==> src/rtl/serial_bus_top.sv <==
// serial_bus_top
//   Demo of a bit-serial shared bus: two masters, a fixed-priority arbiter
//   and three 16x8 memory slaves. Transactions are configured from the
//   switch array and launched by push buttons. Every bus bit-time is one
//   divider tick; all logic is clocked by 'clock' and qualified by tick.
//
// Ports
//   clock         system clock, rising edge
//   rst           asynchronous active-high reset
//   enable        1 = divider runs, 0 = everything frozen
//   button1_raw   master-1 start (active-low)
//   button2_raw   master-2 start (active-low)
//   button3_raw   config step (active-low)
//   mode_switch   0 = config mode, 1 = run mode
//   rw_switch1/2  master direction: 0 write, 1 read
//   switch_array  config value
//   m1_busy/m2_busy  master transaction pending or active
//   scaled_clk    divided clock, period SCALE clocks
`timescale 1ns/1ps

module serial_bus_top #(
  parameter int SCALE = 10
) (
  input  logic        clock,
  input  logic        rst,
  input  logic        enable,
  input  logic        button1_raw,
  input  logic        button2_raw,
  input  logic        button3_raw,
  input  logic        mode_switch,
  input  logic        rw_switch1,
  input  logic        rw_switch2,
  input  logic [11:0] switch_array,
  output logic        m1_busy,
  output logic        m2_busy,
  output logic        scaled_clk
);

  localparam int CNT_W = (SCALE > 1) ? $clog2(SCALE) : 1;
  localparam logic [CNT_W-1:0] CNT_MAX = CNT_W'(SCALE - 1);
  localparam logic [CNT_W-1:0] CNT_HALF = CNT_W'(SCALE / 2);

  typedef enum logic [1:0] {IDLE, GRANT1, GRANT2} arb_state_t;

  // divider
  logic [CNT_W-1:0] cnt_q, cnt_d;
  logic             tick;

  // buttons and configuration registers
  logic [2:0]  btn_now, btn_press, btn_prev_q, btn_prev_d;
  logic [2:0]  idx_q, idx_d;
  logic [11:0] cfg_q [7];
  logic [11:0] cfg_d [7];

  // per-master transaction registers, index 0 = M1, 1 = M2
  logic [1:0]  busy_q, busy_d;
  logic [1:0]  rw_q, rw_d;
  logic [1:0]  rw_in;
  logic [3:0]  addr_q [2];
  logic [3:0]  addr_d [2];
  logic [7:0]  wdata_q [2];
  logic [7:0]  wdata_d [2];
  logic [1:0]  sel_q [2];
  logic [1:0]  sel_d [2];
  logic [3:0]  len_q [2];
  logic [3:0]  len_d [2];
  logic [7:0]  rdata_q [2];
  logic [7:0]  rdata_d [2];
  logic [6:0]  m_shift_q, m_shift_d;

  // arbiter and bus sequencer
  arb_state_t  state_q, state_d;
  logic [7:0]  bit_cnt_q, bit_cnt_d;
  logic        g;
  logic [11:0] hdr;
  logic [7:0]  m_last;
  logic        bus_line;
  logic [2:0]  dw, dr;

  // slave side: header deserializer, address counter, data deserializer
  logic [11:0] s_hdr_q, s_hdr_d;
  logic [11:0] hdr_full;
  logic [3:0]  s_addr_q, s_addr_d;
  logic [6:0]  s_shift_q, s_shift_d;
  logic        s_valid, s_rw, s_mapped;
  logic [1:0]  s_sel;
  logic [7:0]  s_last;
  logic [7:0]  mem_q [3][16];
  logic [7:0]  mem_d [3][16];

  assign tick       = enable && (cnt_q == CNT_MAX);
  assign scaled_clk = (cnt_q < CNT_HALF);
  assign m1_busy    = busy_q[0];
  assign m2_busy    = busy_q[1];

  assign btn_now   = ~{button3_raw, button2_raw, button1_raw};
  assign btn_press = btn_now & ~btn_prev_q;
  assign rw_in     = {rw_switch2, rw_switch1};

  // The granted master's frame: start, slave, rw, addr, len. The last bit
  // index of a transfer is 12 + 8N = 20 + 8*len.
  assign g      = (state_q == GRANT2);
  assign hdr    = {1'b1, sel_q[g], rw_q[g], addr_q[g], len_q[g]};
  assign m_last = 8'd20 + {1'b0, len_q[g], 3'b000};

  // Bit position inside the current data byte: write data starts at bit 12,
  // read data at bit 13, so only the low three bits need offsetting.
  assign dw = bit_cnt_q[2:0] + 3'd4;
  assign dr = bit_cnt_q[2:0] + 3'd3;

  // The slave works only from what it deserialized off the line.
  assign hdr_full = {s_hdr_q[10:0], bus_line};
  assign s_valid  = s_hdr_q[11];
  assign s_sel    = s_hdr_q[10:9];
  assign s_rw     = s_hdr_q[8];
  assign s_mapped = (s_sel != 2'd3);
  assign s_last   = 8'd20 + {1'b0, s_hdr_q[3:0], 3'b000};

  // Shared serial line: master drives header and write data, the slave
  // drives read data and the write ack; otherwise the line idles high.
  // An unmapped slave never pulls the line, so reads see 0xFF.
  always_comb begin
    bus_line = 1'b1;
    if (state_q != IDLE) begin
      if (bit_cnt_q < 8'd12) begin
        bus_line = hdr[4'd11 - bit_cnt_q[3:0]];
      end else if (!rw_q[g] && bit_cnt_q < m_last) begin
        bus_line = wdata_q[g][3'd7 - dw];
      end else if (s_valid && s_rw && bit_cnt_q >= 8'd13 && bit_cnt_q <= s_last) begin
        bus_line = s_mapped ? mem_q[s_sel][s_addr_q][3'd7 - dr] : 1'b1;
      end else if (s_valid && !s_rw && bit_cnt_q == s_last) begin
        bus_line = s_mapped;
      end
    end
  end

  // Next-state logic for divider, buttons, config, masters, arbiter and slaves.
  always_comb begin
    cnt_d      = cnt_q;
    btn_prev_d = btn_prev_q;
    idx_d      = idx_q;
    cfg_d      = cfg_q;
    busy_d     = busy_q;
    rw_d       = rw_q;
    addr_d     = addr_q;
    wdata_d    = wdata_q;
    sel_d      = sel_q;
    len_d      = len_q;
    rdata_d    = rdata_q;
    m_shift_d  = m_shift_q;
    state_d    = state_q;
    bit_cnt_d  = bit_cnt_q;
    s_hdr_d    = s_hdr_q;
    s_addr_d   = s_addr_q;
    s_shift_d  = s_shift_q;
    mem_d      = mem_q;

    if (enable) begin
      cnt_d = (cnt_q == CNT_MAX) ? '0 : cnt_q + 1'b1;
    end

    if (tick) begin
      btn_prev_d = btn_now;

      // Config stepping is level based: a held button steps every tick.
      if (!mode_switch && btn_now[2]) begin
        cfg_d[idx_q] = switch_array;
        idx_d = (idx_q == 3'd6) ? 3'd0 : idx_q + 3'd1;
      end

      if (state_q == IDLE) begin
        if (busy_q[0]) begin
          state_d   = GRANT1;
          bit_cnt_d = '0;
        end else if (busy_q[1]) begin
          state_d   = GRANT2;
          bit_cnt_d = '0;
        end
      end else begin
        if (bit_cnt_q < 8'd12) begin
          s_hdr_d = hdr_full;
          if (bit_cnt_q == 8'd11) begin
            s_addr_d = hdr_full[7:4];
          end
        end else begin
          if (s_valid && !s_rw && bit_cnt_q < s_last) begin
            s_shift_d = {s_shift_q[5:0], bus_line};
            if (dw == 3'd7) begin
              if (s_mapped) begin
                mem_d[s_sel][s_addr_q] = {s_shift_q, bus_line};
              end
              s_addr_d = s_addr_q + 4'd1;
            end
          end
          if (s_valid && s_rw && bit_cnt_q >= 8'd13 && bit_cnt_q <= s_last && dr == 3'd7) begin
            s_addr_d = s_addr_q + 4'd1;
          end
          if (rw_q[g] && bit_cnt_q >= 8'd13 && bit_cnt_q <= m_last) begin
            m_shift_d = {m_shift_q[5:0], bus_line};
            if (dr == 3'd7) begin
              rdata_d[g] = {m_shift_q, bus_line};
            end
          end
        end

        // On completion the waiting master, if any, is granted straight away
        // so it starts on the very next bit-time.
        if (bit_cnt_q == m_last) begin
          busy_d[g] = 1'b0;
          bit_cnt_d = '0;
          if (busy_q[~g]) begin
            state_d = g ? GRANT1 : GRANT2;
          end else begin
            state_d = IDLE;
          end
        end else begin
          bit_cnt_d = bit_cnt_q + 8'd1;
        end
      end

      if (mode_switch) begin
        for (int m = 0; m < 2; m++) begin
          if (btn_press[m] && !busy_q[m]) begin
            busy_d[m]  = 1'b1;
            rw_d[m]    = rw_in[m];
            addr_d[m]  = cfg_q[3*m][3:0];
            wdata_d[m] = cfg_q[3*m+1][7:0];
            sel_d[m]   = cfg_q[3*m+2][1:0];
            len_d[m]   = cfg_q[3*m+2][7:4];
          end
        end
      end
    end
  end

  // State registers.
  always_ff @(posedge clock or posedge rst) begin
    if (rst) begin
      cnt_q      <= '0;
      btn_prev_q <= '0;
      idx_q      <= '0;
      busy_q     <= '0;
      rw_q       <= '0;
      m_shift_q  <= '0;
      state_q    <= IDLE;
      bit_cnt_q  <= '0;
      s_hdr_q    <= '0;
      s_addr_q   <= '0;
      s_shift_q  <= '0;
      for (int i = 0; i < 7; i++) cfg_q[i] <= '0;
      for (int m = 0; m < 2; m++) begin
        addr_q[m]  <= '0;
        wdata_q[m] <= '0;
        sel_q[m]   <= '0;
        len_q[m]   <= '0;
        rdata_q[m] <= '0;
      end
      for (int s = 0; s < 3; s++) begin
        for (int a = 0; a < 16; a++) mem_q[s][a] <= '0;
      end
    end else begin
      cnt_q      <= cnt_d;
      btn_prev_q <= btn_prev_d;
      idx_q      <= idx_d;
      cfg_q      <= cfg_d;
      busy_q     <= busy_d;
      rw_q       <= rw_d;
      addr_q     <= addr_d;
      wdata_q    <= wdata_d;
      sel_q      <= sel_d;
      len_q      <= len_d;
      rdata_q    <= rdata_d;
      m_shift_q  <= m_shift_d;
      state_q    <= state_d;
      bit_cnt_q  <= bit_cnt_d;
      s_hdr_q    <= s_hdr_d;
      s_addr_q   <= s_addr_d;
      s_shift_q  <= s_shift_d;
      mem_q      <= mem_d;
    end
  end

endmodule

==> config.mk <==
export PLATFORM = sky130hd
export DESIGN_NAME = serial_bus_top
export DESIGN_NICKNAME = d
export VERILOG_FILES = /design/src/rtl/serial_bus_top.sv
export SDC_FILE = /design/constraint.sdc
export NUM_CORES = 1
export LEC_CHECK = 0
export BUFFER_PORTS_ARGS = -buffer_cell sky130_fd_sc_hd__buf_2
export CAP_MARGIN = 10
export CORE_MARGIN = 1
export CORE_UTILIZATION = 45
export DETAILED_ROUTE_END_ITERATION = 8
export SETUP_SLACK_MARGIN = 0.4
export SKIP_LAST_GASP = 1
export SYNTH_ARGS = -nofsm -noshare
export SYNTH_HDL_FRONTEND = slang
export SYNTH_SLANG_ARGS = --single-unit
==> constraint.sdc <==
create_clock -name clock -period 2.8 [get_ports clock]
set_clock_uncertainty 0.2 [all_clocks]
set_input_delay 0.14 -clock clock [delete_from_list [all_inputs] [get_ports clock]]
set_output_delay 0.14 -clock clock [all_outputs]
set_load 0.005 [all_outputs]
# Yosys cells after proc, flatten, opt, wreduce, memory -nomap -nowiden
# Cells that the tools add are included.
[op_classes]
bitwise = 8
muxes = 27
n_mul = 0
n_addsub = 4
shift = 0
n_eq_ne = 5
magnitude_cmp = 7
n_reduce_logical = 16
div_mod_pow = 0
[ops]
columns = ["operator", "n"]
rows = [
  ["$bwmux W84", 1],
  ["$demux W12 S3", 1],
  ["$mux W8", 4],
  ["$mux W2", 9],
  ["$mux W4", 4],
  ["$mux W12", 1],
  ["$reduce_and A3 Y1", 3],
  ["$add A5 B7 Y8 const A", 1],
  ["$add A8 B1 Y8 const B", 1],
  ["$eq A8 B8 Y1", 1],
  ["$logic_and A1 B1 Y1", 6],
  ["$mux W1", 5],
  ["$add A4 B1 Y4 const B", 1],
  ["$and A2 B2 Y2", 2],
  ["$eq A4 B4 Y1 const B", 1],
  ["$ge A4 B4 Y1 const B", 1],
  ["$lt A1 B2 Y1 const B", 2],
  ["$lt A4 B1 Y1 const B", 1],
  ["$lt A4 B3 Y1 const B", 1],
  ["$not A2 Y2", 2],
  ["$not A3 Y4", 1],
  ["$reduce_and A2 Y1", 2],
  ["$add A3 B1 Y3 const B", 1],
  ["$eq A3 B3 Y1 const B", 1],
  ["12 further kinds", 14],
]
[totals]
wordCells = 82
in_bits = 21
latchBits = 0
mem_bits_ro = 0
register_bits = 113
ram_bits = 0
memories = 0

# Depth between registers and ports, before layout
[logic_depth]
depth_word = 11
mapped_depth = 12

# Worst setup path before layout
# No wires, ideal clock.
[synth_timing]
path_kind = "register to register"
startpoint = "register state_q[0]"
endpoint = "register state_q[1]"
path_stages_with_launch = 12
setup_slack_ns = 0.314
required_ns = 2.478
arrival_ns = 2.164
path_cell_list = "dfrtp_1 -> nand2b_1 -> buf_2 -> mux2i_1 -> inv_1 -> ha_1 -> xnor2_1 -> nand3_1 -> a31oi_1 -> nand4_1 -> or2_2 -> a32o_1"
[synth_between]
elab_chain_len = 9
word_cells_on_any_way = 17
cone_classes = "1 x add/sub; 3 x eq/ne; 9 x mux; 1 x bitwise; 3 x reduce/logical"
[synth_rtl]
columns = ["item", "line", "rtl"]
rows = [
  ["start: declaration", "72", "arb_state_t state_q, state_d;"],
  ["start signal: assignment", "274", "state_q <= state_d;"],
  ["$eq A2 B2 Y1", "102", "assign g = (state_q == GRANT2);"],
  ["$not A1 Y2", "n/a", ""],
  ["$mux W4 (implied by the code) (3 in a row)", "104", "assign m_last = 8'd20 + {1'b0, len_q[g], 3'b000};"],
  ["$add A5 B7 Y8", "104", ""],
  ["$eq A8 B8 Y1", "208", "if (bit_cnt_q == m_last) begin"],
  ["$reduce_bool A2 Y1 (no source line)", "n/a", ""],
  ["$reduce_and A3 Y1 (no source line)", "n/a", ""],
]
# Parallel ways exist; a longest one is shown, timed or not. The select of a mux whose other input is x is not followed.
# A chain may end at the register's enable or synchronous reset.

# Worst setup path in the final report
[layout_timing]
startpoint = "register state_q[1]"
endpoint = "register state_q[1]"
# The elaborated chain is that of the path after synthesis.

==> results.md <==
Pwr:
- Dividing total power by cell area gives a power density of 695 nW/um^2.
- VDD sags by at most 0.614 mV.
- The analysis attributes to cell leakage a power of 1.20 nW.

Placed design:
- The number of buffers added on ports is 13.
- The number of placed cells counting well taps is 249.
- The final weighted congestion in routability-driven placement is 0.842.
- The HPWL after detailed placement is 2760 um.

Worst setup path:
- Among all stages on the critical path, the largest delay is contributed by sky130_fd_sc_hd__dfrtp_1.
- The largest fanout on the critical path is 4.
- The kind of end point of the critical path is a register.
- Across all register-to-register paths, the minimum setup slack is 0.20 ns.
- In this run the critical register-to-register path is launched from state_q[1].
- Traced cell by cell, the critical path runs through nand2b_4 > mux2i_4 > inv_2 > ha_4 > xnor2_2 > nand3_1 > a31oi_1 > nand4_1 > buf_4 > or2_4 > a32o_1.
- On the worst path, the slowest cell contributes a delay of 0.43 ns.
- The critical path startpoint category is a register.
- STA puts the critical path data required time at 2.77 ns.
- In this run the critical register-to-register path is captured at state_q[1].
- Data arrives at the worst endpoint at 2.57 ns.
- By startpoint and endpoint, the worst setup path is classified as register to register.
- For the worst flop-to-flop path, the logic depth is 11.

Worst hold path:
- The worst hold path begins at mode_switch.
- The worst hold path terminates at idx_q[1].
- The worst hold path belongs to the class input pin to register.
- The cell depth of the worst min-delay path is 4.

Die:
- 24 I/O pins were placed.
- The initial utilization of the core area, before any placement, comes to 0.476.
- The floorplan has 23 rows.
- The die covers 4590 sq um.
- The total core area is 4090 sq um.
- In this run the horizontal extent of the chip is 67.8 um.
- From bottom edge to top edge, the die measures 67.8 um.

Global route:
- The number of global-route vias before repair is 1470.
- The maximum number of pins on one net before global-route repair is 23.
- The first global-routing pass estimated 6580 um of wire.
- The initial antenna violation count is 0.
- Summed over all layers, the global routing overflow is 0.
- The global-route total usage across every layer is 0.195.

Drt:
- The number of search-and-repair iterations in the first detailed-routing pass is 4.
- The number of nets with antenna violations after detailed routing is 0.
- The routed layout has 1558 vias.
- Using the TritonRoute via totals, the vias-per-cell ratio works out to 5.58.
- Summed over all layers, the routed wires come to 4240 um.
- The number of DRC violations after detailed routing is 0.
- After detailed routing, the average wire length per cell comes to 15.2 um.
- The initial detailed-routing violation count is 70.

Timing:
- The number of hold violations in the final report is 0.
- The shortest clock period the worst path allows after layout is 2.60 ns.
- Setup repair after global routing could not meet its margin everywhere.
- The transition time of the tightest slew-check pin is 0.799 ns.
- Measured against its own limit, the worst slew margin works out to 0.467.
- The setup-violating endpoint count in the final report is 0.
- The max-slew violation total from the final report is 0.
- Dividing the final minimum period by the clock period gives 0.929.
- The maximum clock rate is 0.385 GHz.
- After routing, the total negative slack on setup checks comes to 0 ns.

Synth:
- The post-synthesis instance total is 186.
- The share of flip-flops with an asynchronous set or reset after synthesis is 1.00.
- The most used flip-flop cell after synthesis is sky130_fd_sc_hd__dfrtp_1.
- The number of distinct library cells after synthesis is 46.
- After synthesis the cells add up to 1950 sq um.
- The number of synthesis warnings is 0.
- The number of nets in the synthesized netlist is 210.
- In this run the mean area of a mapped cell was 10.5 sq um.
- The synthesized design contains 37 register bits.
- The share of the yosys chip area belonging to registers is 0.476.
- In this run, synthesis inferred 0 flip-flops with an integrated enable.

Clock network:
- The clock tree from TritonCTS is built.
- The clock input transition at the sequential cells of the worst setup and hold paths is 0.07 ns.
- The clock reaches the later pin of the worst-skew pair after 0.28 ns.
- The number of buffers inserted during clock tree synthesis is 5.
- CTS placed an instance of sky130_fd_sc_hd__clkbuf_8 at the clock tree root.
- The maximum level of the CTS H-tree is 2.
- The worst-case clock buffer depth is 2.
- The total clock sinks is 37.

Job:
- Max-cap violations in this run came to 0.

Finish:
- Leaving out fill and tap cells, the most frequent cells in the layout are sky130_fd_sc_hd__dfrtp_1 (35), sky130_fd_sc_hd__nand2_1 (19), sky130_fd_sc_hd__buf_4 (19), sky130_fd_sc_hd__buf_2 (12).
- The final layout net count is 252.
- The number of standard cells in the layout, taps in and fillers out is 279.
- Relative to the synthesized area, the layout overhead comes to 32.9%.
- Once layout is complete, the utilization of the core stands at 0.633.
- The number of diodes is 0.
- The most common library cell in the layout ignoring fill and taps is sky130_fd_sc_hd__dfrtp_1.
- Of the cells placed in the final design, the portion with a size suffix greater than 1 is 0.389.

Run status:
- The flow ran to the end, and the final reports show no timing, DRC or antenna violations.
==> Yosys cell counts, types with 2 or more instances <==
library cell	n	area share
sky130_fd_sc_hd__dfrtp_1	37	0.48
sky130_fd_sc_hd__nand2_1	23	0.044
sky130_fd_sc_hd__mux2_2	13	0.075
sky130_fd_sc_hd__o21ai_0	13	0.033
sky130_fd_sc_hd__nand3_1	10	0.026
sky130_fd_sc_hd__inv_1	7	0.014
sky130_fd_sc_hd__nor2_1	6	0.012
sky130_fd_sc_hd__clkbuf_1	5	0.0096
sky130_fd_sc_hd__a31oi_1	4	0.013
sky130_fd_sc_hd__mux2_4	4	0.031
sky130_fd_sc_hd__mux2i_1	4	0.021
sky130_fd_sc_hd__nand4b_1	4	0.018
sky130_fd_sc_hd__nor2b_1	4	0.013
sky130_fd_sc_hd__xnor2_1	4	0.018
sky130_fd_sc_hd__ha_1	3	0.019
sky130_fd_sc_hd__nand4_1	3	0.0096
sky130_fd_sc_hd__o22ai_1	3	0.0096
sky130_fd_sc_hd__o31ai_1	3	0.012
sky130_fd_sc_hd__a21o_1	2	0.0077
sky130_fd_sc_hd__and3_1	2	0.0064
sky130_fd_sc_hd__buf_2	2	0.0051
sky130_fd_sc_hd__nand2_2	2	0.0064
sky130_fd_sc_hd__nand2b_1	2	0.0064
sky130_fd_sc_hd__nand3b_1	2	0.0077
sky130_fd_sc_hd__or2_2	2	0.0064
sky130_fd_sc_hd__or4_1	2	0.0077
==> power by group <==
part | switching [mW] | leakage [nW] | internal, mW | total [mW]
logic | 0.230 | 0.641 | 0.251 | 0.481
clock network | 0.190 | 0.0681 | 0.354 | 0.544
registers | 0.142 | 0.489 | 0.629 | 0.772
total | 0.563 | 1.20 | 1.23 | 1.80
==> critical path: cells and delay by family, from the launching register on <==
family,cells,cell delay (ns)
compound gates,2,0.36
xor+xnor,1,0.17
fa+ha+maj,1,0.25
buf+inv,2,0.24
flops,1,0.43
mux,1,0.24
simple gates,4,0.60
==> repair_timing <==
item,CTS,global route
resized for setup,12,30
setup buffers,1,12
hold buffers,9,0
hold endpoints to repair,34,0
cloned,0,0
setup endpoints to repair,20,20
pin swaps,7,9
==> metal layers <==
layer,GRT usage,wire length [um],vias to the layer above,share of wire
met1,0.244,1920,786,0.45
met5,0,0,-,0
li1,-,-,746,-
met4,0.0691,44,0,0.010
met2,0.330,2180,22,0.51
met3,0.0405,97,4,0.023
==> stage by stage <==
stage / hold slack (ns) / instance area (sq um) / setup WS (ns) / power [mW]
after floorplan: 0.0310 / 1950 / 0.384 / 1.00
after global placement: 0.100 / 2100 / 0.201 / 1.10
after detailed placement: 0.126 / 2100 / 0.151 / 1.12
after CTS: 0.0294 / 2370 / 0.207 / 1.71
after global routing: 0.0586 / 2590 / 0.100 / 1.90
final: 0.0449 / 2590 / 0.199 / 1.80
==> worst max path at each step <==
stage,cells past startpoint,startpoint,endpoint,slack (ns)
finish,11,state_q[1],state_q[1],0.20
global route,12,state_q[1],state_q[1],0.10
CTS,11,state_q[1],busy_q[1],0.21
detailed placement,11,state_q[1],state_q[0],0.15
global placement,11,state_q[1],busy_q[0],0.20
floorplan,12,state_q[0],state_q[0],0.38
==> registers in the layout (all words and copies together) (netlist names) <==
name,count
bit_cnt_q,8
cfg_q,8
len_q,8
cnt_q,4
idx_q,3
btn_prev_q,2
busy_q,2
state_q,2
==> kinds of logic after synthesis <==
kind of cell	count (synthesis)	share of synthesized area
adder cells (fa/ha/maj)	3	0.0193
XOR/XNOR	5	0.0225
buffers and inverters	15	0.0341
AND/OR/NAND/NOR	74	0.223
AO/OA/AOI/OAI	31	0.0990
flip-flops	37	0.476
multiplexers	21	0.127
==> area by class of cell <==
class	count	area (sq um)
multi-input combinational	134	1110
clock inverter	3	65.1
clock buffer	5	68.8
tap	50	62.6
sequential	37	928
fill	328	1500
timing repair buffer	43	329
inverter	7	26.3
Note: power is estimated with default switching activity, not from simulation.
